`src/rtl/mul_seq.sv`:
```
// Sequential shift-add multiplier, W-bit operands, 2W-bit product, signed/unsigned per operation.
// The block has no adder of its own; every addition goes through the shared sum_in_a/sum_in_b/sum_out port.
//
// state | meaning
// IDLE  | waiting for start; shared adder inputs held at zero
// NEG   | one cycle forming the negated MSB partial product for signed negative b
// SUM   | one cycle per multiplier bit, accumulating into result
module mul_seq #(
  parameter int W     = 8,
  parameter int CTR_W = $clog2(W)
) (
  input  logic           clk,
  input  logic           rst,
  input  logic           start,
  input  logic [W-1:0]   a_i,
  input  logic [W-1:0]   b_i,
  input  logic           signed_i,
  output logic           busy,
  output logic           done,
  output logic [2*W-1:0] result,
  output logic [2*W-1:0] sum_in_a,
  output logic [2*W-1:0] sum_in_b,
  input  logic [2*W-1:0] sum_out
);

  localparam int W2 = 2 * W;

  typedef enum logic [1:0] {
    S_IDLE = 2'd0,
    S_NEG  = 2'd1,
    S_SUM  = 2'd2
  } state_t;

  state_t            state, state_n;
  logic [W-1:0]      a_q, b_q;
  logic              sgn_q;
  logic [W2-1:0]     pp;
  logic [CTR_W-1:0]  ctr;
  logic [W2-1:0]     a_ext;
  logic              last_bit;

  assign a_ext    = sgn_q ? {{W{a_q[W-1]}}, a_q} : {{W{1'b0}}, a_q};
  assign last_bit = (ctr == CTR_W'(W - 1));
  assign busy     = (state != S_IDLE);

  always_comb begin
    state_n  = state;
    sum_in_a = '0;
    sum_in_b = '0;
    case (state)
      S_IDLE: begin
        if (start)
          state_n = (signed_i && b_i[W-1]) ? S_NEG : S_SUM;
      end
      S_NEG: begin
        // Two's-complement negate of a_ext<<(W-1): invert here, +1 via operand B.
        sum_in_a = ~(a_ext << (W - 1));
        sum_in_b = W2'(1);
        state_n  = S_SUM;
      end
      S_SUM: begin
        sum_in_b = result;
        if (!b_q[ctr])
          sum_in_a = '0;
        else if (last_bit && sgn_q)
          sum_in_a = pp;
        else
          sum_in_a = a_ext << ctr;
        if (last_bit)
          state_n = S_IDLE;
      end
      default: state_n = S_IDLE;
    endcase
  end

  always_ff @(posedge clk or posedge rst) begin
    if (rst) begin
      state  <= S_IDLE;
      a_q    <= '0;
      b_q    <= '0;
      sgn_q  <= 1'b0;
      pp     <= '0;
      ctr    <= '0;
      result <= '0;
      done   <= 1'b0;
    end else begin
      state <= state_n;
      done  <= 1'b0;
      case (state)
        S_IDLE: begin
          if (start) begin
            a_q    <= a_i;
            b_q    <= b_i;
            sgn_q  <= signed_i;
            result <= '0;
            ctr    <= '0;
          end
        end
        S_NEG: pp <= sum_out;
        S_SUM: begin
          result <= sum_out;
          ctr    <= ctr + 1'b1;
          if (last_bit)
            done <= 1'b1;
        end
        default: ;
      endcase
    end
  end

endmodule

```
`config.mk`:
```
export PLATFORM = sky130hd
export DESIGN_NAME = mul_seq
export DESIGN_NICKNAME = d
export VERILOG_FILES = /design/src/rtl/mul_seq.sv
export SDC_FILE = /design/constraint.sdc
export NUM_CORES = 1
export LEC_CHECK = 0
export CAP_MARGIN = 0
export CORE_MARGIN = 1.5
export CORE_UTILIZATION = 45
export CTS_BUF_LIST = sky130_fd_sc_hd__clkbuf_2 sky130_fd_sc_hd__clkbuf_4 sky130_fd_sc_hd__clkbuf_8
export DETAILED_ROUTE_END_ITERATION = 10
export PLACE_DENSITY_LB_ADDON = 0.05
export SLEW_MARGIN = 10
export SYNTH_ARGS = -nofsm -noshare
export SYNTH_HDL_FRONTEND = slang
export SYNTH_SLANG_ARGS = --single-unit
```
`constraint.sdc`:
```
create_clock -name clk -period 1.8 [get_ports clk]
set_input_delay 0.27 -clock clk [delete_from_list [all_inputs] [get_ports clk]]
set_output_delay 0.27 -clock clk [all_outputs]
set_load 0.03 [all_outputs]
```
## Word-level counts from Yosys, hierarchy flattened

Index checks and enable logic that the tools add are counted.

| cells by class | value |
|---|---|
| reduce and logical (&&, ||, !) cells | 8 |
| shifts and indexed selects | 1 |
| eq/ne operators | 5 |
| $lt $le $gt $ge | 1 |
| add/sub/neg operators | 1 |
| bitwise gates (word level) | 1 |
| multiplexer cells | 17 |

Operator list:

| cell | number |
|---|---|
| case mux 16 bit (2 select lines) | 3 |
| two-way mux 16 bit | 4 |
| NOT 16 bit | 1 |
| << shifter 16 x 3 -> 16 bit | 1 |
| two-way mux 2 bit | 3 |
| case mux 2 bit (3 select lines) | 1 |
| case mux 3 bit (2 select lines) | 1 |
| AND reduction 2 bit | 3 |
| < comparator 3 x 4 -> 1 bit (second input constant) | 1 |
| inequality test 2 bit (second input constant) | 2 |
| nonzero test 2 bit | 2 |
| adder 3 x 1 -> 3 bit (second input constant) | 1 |
| binary-select mux 1 bit (select 3 bit) | 1 |
| == test 3 bit (second input constant) | 1 |
| two-way mux 1 bit | 3 |
| two-way mux 3 bit | 1 |
| == test 2 x 1 -> 1 bit (second input constant) | 1 |
| == test 2 bit (second input constant) | 1 |
| logical AND 1 bit | 2 |
| logical NOT 2 bit | 1 |

| word-level totals | value |
|---|---|
| output and inout port bits | 50 |
| register bits | 55 |
| input bits | 36 |
| logic and storage cells | 42 |

## Longest topological paths before layout

| depth | value |
|---|---|
| depth after elaboration | 5 |
| gate-level depth with buffers | 7 |
| mapped depth without buffers | 6 |

## Least setup slack after synthesis

Ideal clock, no wire load.

| path | value |
|---|---|
| path type | register to output |
| start point | register ctr[0] |
| end point | output sum_in_a[9] |
| cell stages (with the launch flop) | 8 |
| arrival | 2301 ps |
| setup slack | -771 ps |
| buffers on the path | 1 |
| required time | 1530 ps |
| cells stage by stage | dfrtp_1 -> ha_1 -> ha_1 -> nand2_1 -> clkbuf_1 -> nor2_1 -> a31o_2 -> o32ai_1 |

| between the ends | value |
|---|---|
| cells in the longest elaborated chain, start to end | 5 |
| elaborated cells between the ends (all ways) | 8 |
| classes of those cells | eq/ne: 1; shift: 1; mux: 5; reduce/logical: 1 |

RTL lines:

| what | line | source |
|---|---|---|
| from (decl) | 38 | `logic [CTR_W-1:0] ctr;` |
| from (signal assigned) | 102 | `ctr <= ctr + 1'b1;` |
| branches (longest 3 deep; another with << shifter 16 x 3 -> 16 bit) | -- |  |
| two-way mux 16 bit * | 63 | `if (!b_q[ctr])` |
| case mux 16 bit (2 select lines) * | 50 | `case (state)` |
| to (decl) | 21 | `output logic [2*W-1:0] sum_in_a,` |

Mark *: on every way between the ends. The select of a mux whose other input is x is not followed.

## Final worst setup path

| path | value |
|---|---|
| start point | register ctr[1] |
| end point | output sum_in_a[11] |

The elaborated chain is that of the path after synthesis.

==> summary.md <==
| Metric | Value |
|---|---|
| CP required | 1.53 ns |
| Critical Path AT | 2.17 ns |
| Min cycle time layout | 2.44 ns |
| Ratio of cells with drive above 1 in the final layout | 0.493 |
| First-pass GRT wire length | 13400 um |
| Syn nets | 320 |
| Post-synth EDFFs | 0 |
| Fin Clk Skew | 0.00369 ns |
| CTS sink cnt | 55 |
| Total number of vias | 2789 |
| Status | finished with violations |
| CTS hold repair buffers | 0 |
| Routability cong. | 0.959 |
| Post-synthesis xor/xnor area fraction | 0 |
| DRC | 0 |
| Unrepaired setup endpoints after global routing | true |
| Core ar. | 0.00676 sq mm |
| Final WL | 8900 um |
| P&R area growth vs syn | 64.6% |
| Die Area | 0.00746 sq mm |
| Crit Path Class | flop to primary output |
| Routed wire per std cell | 17.8 um |
| Power Dens Cells | 2030 mW/mm^2 |
| Fill cell count | 475 |
| Pins over their slew limit | 0 |
| Synth unique cells | 50 |
| Post-layout nets | 460 |
| Worst Path Max Fanout | 7 |
| Worst VDD drop | 1030 uV |
| Port Buffer Count | 85 |
| HPWL after detailed placement | 6560 um |
| Worst skew pair latency | 0.30 ns |
| Main area contributors after synthesis | dfrtp_1 44%, mux2_2 13%, a22o_1 5.0% |
| Area of the multi-input gates | 0.00206 sq mm |
| Vias in the first global route | 2730 |
| Synth Area in Compound Gates | 0.176 |
| Die height | 86.4 um |
| Row cnt | 30 |
| Post-Syn Area | 0.00313 sq mm |
| Ant diodes | 0 |
| Seq. cell area | 0.00138 sq mm |
| Top cell type's share of synthesized area | 0.440 |
| Initial Util | 0.463 |
| Maximum clock path buffer count | 2 |
| Fmax | 0.410 GHz |
| Post-Place Cells | 481 |
| DR iter-0 viols | 90 |
| Global-route usage over all layers | 0.231 |
| Tot Pwr | 0.0104 W |
| Leading area contributor after synthesis | dfrtp_1 |
| Initial antenna violation count | 0 |
| Die width | 86.4 um |
| Yosys Warn Count | 0 |
| Ys flop type | dfrtp_1 |
| Worst setup EP type | primary output |
| Via/cell ratio | 5.58 |
| Remaining antenna violation count after routing | 0 |
| Clk root buf | clkbuf_8 |
| Slew @ Worst Pin | 0.557 ns |
| First drt pass iteration count | 4 |
| Largest net degree at the start of global routing | 56 |
| Type of origin of the critical path | flop |
| Failing checks | negative setup slack |
| R2R cell count | 6 |
| Main combinational cell family by area after synthesis | multiplexers |
| Non-Filler Instances | 500 |
| Global route overflow | 0 |
| Seq/Total Area, Yosys | 0.440 |
| Min setup slack post-route | -0.637 ns |
| Clk slew on worst S/H paths | 0.10 ns |
| Worst rel slew slack | 0.628 |
| Hold Crit Class | input port to asynchronous set/reset pin |
| CTS tree | built |
| Post-synth ARST share | 1.00 |
| Cells after synthesis | 279 |
| Post-synthesis adder-cell area fraction | 0.0200 |
| Leakage power | 2.19 nW |
| Synthesized flop and latch total | 55 |
| Final critical-path share of the clock period | 1.35 |
| Total count of hold-check failures in the final report | 0 |
| Multiplexer share of the synthesized area | 0.202 |
| Maxcap violations | 0 |
| Final setup violation count | 17 |
| CTS Buf Count | 5 |
| Htree depth | 2 |
| Simple-gate area share of the yosys netlist | 0.120 |
| Final core occ | 0.762 |
| Syn avg cell area | 11.2 sq um |
| Io pins | 86 |
==> through the flow <==
step	cell area (sq um)	hold WS (ns)	TNS [ns]	setup slack, ns
6_report	5150	0.328	-9.16	-0.637
2_1_floorplan	3460	0.403	-1.53	-0.202
3_3_place_gp	4700	0.490	-4.67	-0.298
4_1_cts	4940	0.341	-8.84	-0.649
5_1_grt	5150	0.377	-10.48	-0.731
3_5_place_dp	4700	0.496	-5.70	-0.326
==> layout by cell type, fill, tap and decap left out, types with 10 or more instances in the layout <==
master,synthesis,layout
a22o_1,18,18
and2_1,17,17
buf_4,1,61
buf_6,2,30
clkdlybuf4s50_1,0,52
dfrtp_1,55,53
mux2_2,37,36
mux2i_1,14,11
nand2_1,12,10
nor2_1,13,10
==> critical path: stages, from the launching register on <==
cell	delay, ns
dfrtp_2	0.49
ha_4	0.19
ha_4	0.17
and2_4	0.16
buf_4	0.14
a21o_1	0.19
a31oi_2	0.22
o22ai_4	0.12
buf_4	0.17
==> cell type report <==
cell class	count	area share
clock buffers	6	0.0148
clock inverters	2	0.00243
inverters	10	0.00802
multi-input cells	195	0.400
flip-flops and latches	55	0.268
well taps	80	0.0194
repair buffers	152	0.288
==> registers in the layout, indices dropped and copies added (netlist names) <==
signal / count
pp: 16
result: 16
a_q: 8
b_q: 8
ctr: 3
state: 2
done: 1
sgn_q: 1
==> logic make-up (layout without fill, tap and decap cells) <==
logic type,after synthesis,in the layout
DFF,55,55
muxes,54,54
AOI/OAI and AO/OA,68,68
and+or+nand+nor,68,68
adders and majority gates,5,5
buffers and inverters,29,170
==> synth_stat cells (all sizes together), types with 2 or more instances <==
library cell  instances
o22ai                 5
nor2                 13
nand3                 7
a221oi                4
o32ai                 3
ha                    5
o31ai                 4
a21oi                 7
a22o                 18
nor2b                 4
inv                  10
and2b                 2
mux4                  3
nand2                12
a22oi                 6
mux2                 37
clkbuf                9
and2                 18
buf                  10
o21ai                10
mux2i                14
dfrtp                55
nor3                  2
nand2b                4
==> path summary, 6_finish.rpt <==
kind,startpoint,to,slack [ns]
max,ctr[1],sum_in_a[11],-0.64
min,rst,b_q[0],0.33
max reg2reg,state[0],ctr[0],0.20
min reg2reg,b_q[2],b_q[2],0.51
max in group asynchronous,rst,ctr[0],1.23
min in group clk,b_q[2],b_q[2],0.51
==> metal layers <==
metal / global-route usage / routed length [um] / vias to the layer above
met5: 0 / 0 / -
met2: 0.409 / 4500 / 77
met4: 0.0630 / 202 / 0
met3: 0.0257 / 358 / 17
met1: 0.300 / 3850 / 1373
li1: - / - / 1322
==> timing repair <==
item	in CTS	in global routing
pin swaps	4	11
setup buffers	4	7
cloned	0	1
gates resized for setup	35	34
endpoints found under the setup margin	38	33
==> report_power, final <==
| part | leakage, nW | internal (W) | total (W) | switching (W) |
|---|---|---|---|---|
| Sequential | 0.669 | 0.00184 | 0.00236 | 0.000520 |
| Combinational | 1.48 | 0.00362 | 0.00739 | 0.00377 |
| Clock | 0.0446 | 0.000288 | 0.000683 | 0.000395 |
(Power assumes the default switching activity.)
